### config.mk
export PLATFORM = sky130hd
export DESIGN_NAME = ex_unit
export DESIGN_NICKNAME = d
export VERILOG_FILES = /design/src/rtl/proc_pkg.sv /design/src/rtl/iter_shifter.sv /design/src/rtl/ex_unit.sv
export SDC_FILE = /design/constraint.sdc
export NUM_CORES = 1
export LEC_CHECK = 0
export CORE_MARGIN = 5
export CORE_UTILIZATION = 35
export DETAILED_ROUTE_END_ITERATION = 7
export SLEW_MARGIN = 0
export SYNTH_ARGS = -nofsm -noshare
export SYNTH_HDL_FRONTEND = slang
export SYNTH_HIERARCHICAL = 1
export SYNTH_SLANG_ARGS = --single-unit
export TNS_END_PERCENT = 5
### constraint.sdc
create_clock -name clk -period 2.7 [get_ports clk]
set_input_delay 0.54 -clock clk [delete_from_list [all_inputs] [get_ports clk]]
set_output_delay 0.54 -clock clk [all_outputs]
set_load 0.02 [all_outputs]
### src/rtl/proc_pkg.sv
// Shared opcode constants, FSM state type and decode helpers for the execution unit.
package proc_pkg;

    localparam int DATA_W = 16;

    localparam logic [4:0] OP_LL   = 5'b01010;
    localparam logic [4:0] OP_LH   = 5'b01011;
    localparam logic [4:0] OP_CMP  = 5'b00110;
    localparam logic [4:0] OP_CMPR = 5'b00111;
    localparam logic [4:0] OP_ADD  = 5'b10000;
    localparam logic [4:0] OP_ADDR = 5'b10001;
    localparam logic [4:0] OP_SUB  = 5'b10010;
    localparam logic [4:0] OP_SUBR = 5'b10011;
    localparam logic [4:0] OP_SHL  = 5'b10100;
    localparam logic [4:0] OP_SHR  = 5'b10101;
    localparam logic [4:0] OP_AND  = 5'b10110;
    localparam logic [4:0] OP_NOT  = 5'b10111;
    localparam logic [4:0] OP_OR   = 5'b11000;
    localparam logic [4:0] OP_XOR  = 5'b11001;

    typedef enum logic {
        IDLE  = 1'b0,
        SHIFT = 1'b1
    } state_t;

    typedef struct packed {
        logic [DATA_W-1:0] data;
        logic              wr;
        logic              illegal;
    } result_t;

    // Shift distance saturates at the word width; larger amounts give the same result.
    function automatic logic [4:0] shift_amount(input logic [DATA_W-1:0] b);
        return (b > 16'd16) ? 5'd16 : b[4:0];
    endfunction

endpackage

### src/rtl/iter_shifter.sv
// One-bit-per-cycle shifter: logical left or arithmetic right, with a remaining-step counter.
module iter_shifter
    import proc_pkg::*;
(
    input  logic              clk,
    input  logic              rst,
    input  logic              i_load,
    input  logic              i_right,
    input  logic [DATA_W-1:0] i_value,
    input  logic [4:0]        i_amount,
    output logic [DATA_W-1:0] o_result,
    output logic              o_done
);

    logic [DATA_W-1:0] r_value;
    logic [4:0]        r_count;
    logic              r_right;
    logic [DATA_W-1:0] w_step;

    assign w_step = r_right ? {r_value[DATA_W-1], r_value[DATA_W-1:1]}
                            : {r_value[DATA_W-2:0], 1'b0};

    // NOTE: sequential state uses non-blocking assignments so every register samples pre-edge values.
    always_ff @(posedge clk or posedge rst) begin
        if (rst) begin
            r_value <= '0;
            r_count <= '0;
            r_right <= 1'b0;
        end else if (i_load) begin
            r_value <= i_value;
            r_count <= i_amount;
            r_right <= i_right;
        end else if (r_count != 5'd0) begin
            r_value <= w_step;
            r_count <= r_count - 5'd1;
        end
    end

    // The final value is presented during the last step so it can be committed on that edge.
    assign o_result = (r_count != 5'd0) ? w_step : r_value;
    assign o_done   = (r_count <= 5'd1);

endmodule

### src/rtl/ex_unit.sv
// Execution unit: single-cycle ALU ops, iterative shifts, compare flags, valid/ready result port.
module ex_unit
    import proc_pkg::*;
(
    input  logic                     clk,
    input  logic                     rst,
    input  logic                     in_valid,
    output logic                     in_ready,
    input  logic [4:0]               in_opcode,
    input  logic signed [DATA_W-1:0] in_a,
    input  logic signed [DATA_W-1:0] in_b,
    output logic                     out_valid,
    input  logic                     out_ready,
    output logic [DATA_W-1:0]        out_data,
    output logic                     out_wr,
    output logic                     out_illegal,
    output logic [2:0]               flags
);

    state_t            r_state;
    state_t            w_state_next;
    logic              r_out_valid;
    result_t           r_out;
    logic [2:0]        r_flags;

    result_t           w_res;
    logic              w_is_cmp;
    logic              w_is_shift;
    logic [4:0]        w_amount;
    logic              w_accept;
    logic              w_start_shift;
    logic              w_out_free;
    logic              w_shift_commit;
    logic [DATA_W-1:0] w_sh_result;
    logic              w_sh_done;

    assign w_out_free     = !r_out_valid || out_ready;
    assign in_ready       = !rst && (r_state == IDLE) && w_out_free;
    assign w_accept       = in_valid && in_ready;
    assign w_amount       = shift_amount(in_b);
    assign w_start_shift  = w_accept && w_is_shift && (w_amount != 5'd0);
    assign w_shift_commit = (r_state == SHIFT) && w_sh_done && w_out_free;

    // NOTE: every combinational output gets a default first so no path infers a latch.
    always_comb begin
        w_res      = '0;
        w_is_cmp   = 1'b0;
        w_is_shift = 1'b0;
        case (in_opcode)
            OP_LL:            begin w_res.data = {in_a[15:8], in_b[7:0]}; w_res.wr = 1'b1; end
            OP_LH:            begin w_res.data = {in_b[15:8], in_a[7:0]}; w_res.wr = 1'b1; end
            OP_CMP, OP_CMPR:  w_is_cmp = 1'b1;
            OP_ADD, OP_ADDR:  begin w_res.data = in_a + in_b;  w_res.wr = 1'b1; end
            OP_SUB, OP_SUBR:  begin w_res.data = in_a - in_b;  w_res.wr = 1'b1; end
            OP_AND:           begin w_res.data = in_a & in_b;  w_res.wr = 1'b1; end
            OP_NOT:           begin w_res.data = ~in_a;        w_res.wr = 1'b1; end
            OP_OR:            begin w_res.data = in_a | in_b;  w_res.wr = 1'b1; end
            OP_XOR:           begin w_res.data = in_a ^ in_b;  w_res.wr = 1'b1; end
            // A zero-distance shift returns a unchanged on the single-cycle path.
            OP_SHL, OP_SHR:   begin w_res.data = in_a; w_res.wr = 1'b1; w_is_shift = 1'b1; end
            default:          w_res.illegal = 1'b1;
        endcase
    end

    iter_shifter u_shifter (
        .clk      (clk),
        .rst      (rst),
        .i_load   (w_start_shift),
        .i_right  (in_opcode == OP_SHR),
        .i_value  (in_a),
        .i_amount (w_amount),
        .o_result (w_sh_result),
        .o_done   (w_sh_done)
    );

    always_ff @(posedge clk or posedge rst) begin
        if (rst) r_state <= IDLE;
        else     r_state <= w_state_next;
    end

    always_comb begin
        w_state_next = r_state;
        case (r_state)
            IDLE:    if (w_start_shift)  w_state_next = SHIFT;
            SHIFT:   if (w_shift_commit) w_state_next = IDLE;
            default: w_state_next = IDLE;
        endcase
    end

    // Output register: a new beat may only load when the previous one is absent or leaving.
    always_ff @(posedge clk or posedge rst) begin
        if (rst) begin
            r_out_valid <= 1'b0;
            r_out       <= '0;
        end else if (w_accept && !w_start_shift) begin
            r_out_valid <= 1'b1;
            r_out       <= w_res;
        end else if (w_shift_commit) begin
            r_out_valid <= 1'b1;
            r_out       <= '{data: w_sh_result, wr: 1'b1, illegal: 1'b0};
        end else if (out_ready) begin
            r_out_valid <= 1'b0;
        end
    end

    always_ff @(posedge clk or posedge rst) begin
        if (rst) begin
            r_flags <= 3'b000;
        end else if (w_accept && w_is_cmp) begin
            r_flags <= {in_a < in_b, in_a == in_b, in_a > in_b};
        end
    end

    assign out_valid   = r_out_valid;
    assign out_data    = r_out.data;
    assign out_wr      = r_out.wr;
    assign out_illegal = r_out.illegal;
    assign flags       = r_flags;

endmodule
# Yosys cells after proc, flatten, opt, wreduce, memory -nomap -nowiden
# Index checks and enable logic that the tools add are counted.
# word_totals
output_inout_bits,23
wordCells,77
ff_bits,45
input_bits,41
# op_classes
addsub,3
reduce_logical,23
n_eq_ne,15
magnitude_cmp,4
bitwise,5
n_mux,18
# op_table
operator,n
$pmux 17 s9,1
$eq 5x5->1 const B,10
$mux 16,3
$mux 18,2
$add 16x16->16,1
$and 16x16->16,1
$eq 16x16->1,1
$gt 16x16->1,1
$gt 16x5->1 const B,1
$lt 16x16->1,1
$not 16->16,1
$or 16x16->16,1
$sub 16x16->16,1
$xor 16x16->16,1
$mux 5,3
$reduce_or 14->1,1
$eq 5x3->1 const B,2
$eq 5x4->1 const B,2
$reduce_bool 5->1,2
$logic_and 1x1->1,9
$mux 1,8
$reduce_or 2->1,4
$le 5x1->1 const B,1
$sub 5x1->5 const B,1
other kinds (6),9

# Depth between registers and ports, before layout
# logic_depth
ltp_word,9
depth_mapped,11
depth_no_buf,11

# By module
# The synthesis kept the hierarchy.
# by_module_without_submodules
mod,area_each_um2,instances,cells_each
ex_unit,4088.9,1,565
iter_shifter,1362.6,1,156

# Worst setup path before layout
# No wires, ideal clock.
# synth_path
path_kind,input to register
start,input in_a[0]
end,register r_out (netlist bit out_data[12])
setup_time_ps,126
slack_ps,-93
arrival_ps,2667
path_stages,11
path_cell_list,inv_1 > ha_1 > inv_1 > fa_1 > nor2b_1 > or3_4 > a221oi_4 > o211a_4 > xnor2_1 > nor2_1 > o311a_1
# synth_via
elab_chain_len,3
# synth_rtl
item,line,source
start: declaration,ex_unit.sv:10,"input logic signed [DATA_W-1:0] in_a,"
$sub 16x16->16 or $add 16x16->16 (tied branches),"ex_unit.sv:54, ex_unit.sv:53",
$pmux 17 s9 (*),ex_unit.sv:49,case (in_opcode)
$mux 18 (*),ex_unit.sv:95,end else if (w_accept && !w_start_shift) begin
end signal: assignment,ex_unit.sv:97,r_out <= w_res;
end signal: assignment,ex_unit.sv:100,"r_out <= '{data: w_sh_result, wr: 1'b1, illegal: 1'b0};"
end: declaration,ex_unit.sv:23,result_t r_out;
# Every way passes the cells marked *; elsewhere a longest branch is shown, timed or not.
# A chain may end at the register's enable or synchronous reset.

# Worst setup path after layout
# layout_path
start,input in_a[3]
end,register r_out (netlist bit out_data[11])
# Same word-level chain as after synthesis.

==> metrics <==
row cnt 45; initial antenna violation count 0; Pwr Density 529 mW/mm^2; dpl hpwl 18.9 mm; commonest non-fill, non-tap cell in the layout buf_4; Post-synth ARST share 100%; Post-Route WL 23.5 mm; Synth cell types 78; # IOs 64; most frequent cells in the layout buf_4, nor2_1, nand2_1, clkdlybuf4s50_1, inv_1; Die X-Extent 135 um; Die Height 135 um; final worst slack -19.6 ps; Routed wire per std cell 19.7 um; root buffer cell clkbuf_16; detailed-route via count 6738; failing checks setup timing; r2r startpoint u_shifter/r_count[0]; final setup fails 2; core area 0.0153 mm^2; FF+latch count, synth 45; die area 0.0182 mm^2; Inst Count DP 1183; clock-pin transition on the worst setup and hold timing paths 70 ps; Critical Path Sink Type register; Post-synth EDFFs 0; Initial Util 35.7%; final worst clock skew 6.80 ps; syn avg cell area 7.56 um^2; Util after Layout 55.7%; slew of the pin with the lowest slew margin 598 ps; final hold viol count 0; pin count of the biggest net entering global routing 24; CP startpoint in_a[3]; CTS HTree Levels 2; Sink Count 45; DRT Pass-1 Iters 6; Post-Syn Area 0.00545 mm^2; vias in the first global route 6569; Num CTS Buffers 5; CTS tree built; Routed Antenna Nets 0; n_diodes 0; kind of critical path in2reg; Overflow after GRT 0; worst-path fanout max 4; GRT Overall Usage 25.2%; Setup TNS -20.7 ps; Post-synth top flop dfrtp_1; initial DRC count 653; slew margin rel. 60.1%; Ys Warns 6; Final period util 101%; clk buf depth 2; FF-to-FF End out_data[11]; Synth Net Count 818; DR vias/cell 5.64; Max Fclk 0.368 GHz; Worst R2R Setup Slack 170 ps; drt drc 0; RePlAce Congestion 0.968; Placement Setup Slack -785 ps; crit path to out_data[11]; startpoint type of the worst setup path primary input; post-synthesis sequential area ratio 20.7%; count of final max-slew check failures 0; first-pass GRT wire length 36.3 mm; fin cells 1194; FF-to-FF path depth 8; RSZ-0062 raised after global routing true; worst skew pair latency 290 ps; outcome finished with violations; Hold WC Path Type reg2reg; share of cells above drive strength 1 33.1%; nets@finish 1079; Final Hold Slack 494 ps; hold_buf cts 0; Mapped Cells 721; Buffers on Ports 63; MaxCap Viol Count 0; Leak 3.88 nW; Worst Path Required 2870 ps; Layout Area Growth over Synthesis 55.8%; critical path arrival 2890 ps; Final min period 2720 ps; Max VDD drop 0.000323 V
==> cell usage after synthesis, types with 4 or more instances <==
library cell	number	area (um^2)
a22oi_1	8	60.1
o21a_1	6	45.0
nand4_1	6	37.5
nor2b_1	20	125
nor4_1	12	75.1
inv_1	57	214
mux2i_1	7	70.1
nand3_1	12	60.1
a211oi_1	18	135
o31ai_1	19	143
o22ai_1	4	25.0
o2111ai_1	6	52.6
a221oi_1	16	140
ha_1	54	676
and3_1	5	31.3
dfrtp_1	45	1130
xnor2_1	10	87.6
nor2_1	88	330
o21ai_0	40	200
and3b_1	4	35.0
clkbuf_1	20	75.1
a222oi_1	8	80.1
a21oi_1	34	170
or3_1	4	25.0
nor3_1	14	70.1
o211ai_1	7	52.6
a31oi_1	7	43.8
a21o_1	4	30.0
nand2_1	77	289
buf_2	20	100
nand2b_1	6	37.5
o21ai_1	12	60.1
==> report_power, final <==
part / switching [mW] / total [mW] / leakage, nW / internal (mW)
clock: 0.292 / 0.661 / 0.0768 / 0.370
sequential: 0.265 / 1.23 / 0.565 / 0.965
combinational: 1.34 / 2.60 / 3.24 / 1.26
==> through the flow <==
step / power, mW / area, um^2
floorplan: 2.50 / 5490
global placement: 3.64 / 7970
detailed placement: 3.70 / 7970
CTS: 4.44 / 8360
global route: 4.76 / 8500
finish: 4.49 / 8500
==> per-layer routing <==
metal	share of wire, %	up-vias	track usage [%]
li1	-	3126	-
met1	44	3212	36.4
met2	45	340	40.2
met3	8.2	60	2.94
met4	2.7	0	6.39
met5	0	-	0
==> cell families after synthesis <==
kind of cell / count (synthesis) / synth area share, %
DFF: 45 / 20.7
adders and majority gates: 56 / 13.1
and+or+nand+nor: 272 / 24.5
AOI/OAI and AO/OA: 220 / 28.9
muxes: 13 / 2.80
buffers and inverters: 103 / 8.10
xor gates and xnor gates: 12 / 1.93
==> repair_timing <==
action                                  4_1_cts  5_1_grt
pin swaps                                    16       19
gates resized for setup                      57       33
endpoints found under the hold margin         0        0
buffers inserted                              3        2
endpoints found under the setup margin       13       17
==> state kept, by name, summed over array words and instances, names as in the netlist <==
signal / count
r_state: 1
out_wr: 1
u_shifter/r_right: 1
out_illegal: 1
u_shifter/r_value: 16
out_valid: 1
out_data: 16
u_shifter/r_count: 5
flags: 3
==> worst min path at each step <==
stage	startpoint	to	slack (ps)	depth (start not counted)
CTS	flags[1]	flags[1]	500	2
finish	flags[1]	flags[1]	490	2
detailed placement	flags[1]	flags[1]	480	2
floorplan	r_state	r_state	500	2
global placement	flags[1]	flags[1]	470	2
global route	out_wr	out_wr	530	1
==> worst max-delay path, cell delays in order <==
cell             delay [ps]
clkdlybuf4s50_1         490
inv_1                    80
ha_4                    260
inv_1                   120
nand3_2                 120
o311ai_2                220
buf_4                   200
buf_4                   130
a31o_4                  190
xor2_1                  150
nor2_1                   60
o311a_1                 340
==> final cells by class <==
class / instances / area [um^2]
Fill cell: 1425 / 6760
Clock inverter: 2 / 13.8
Clock buffer: 6 / 139
Timing Repair Buffer: 299 / 2480
Sequential cell: 45 / 1130
Inverter: 58 / 230
Tap cell: 211 / 264
Multi-Input combinational cell: 573 / 4240
Power figures use the tool's default switching activity.
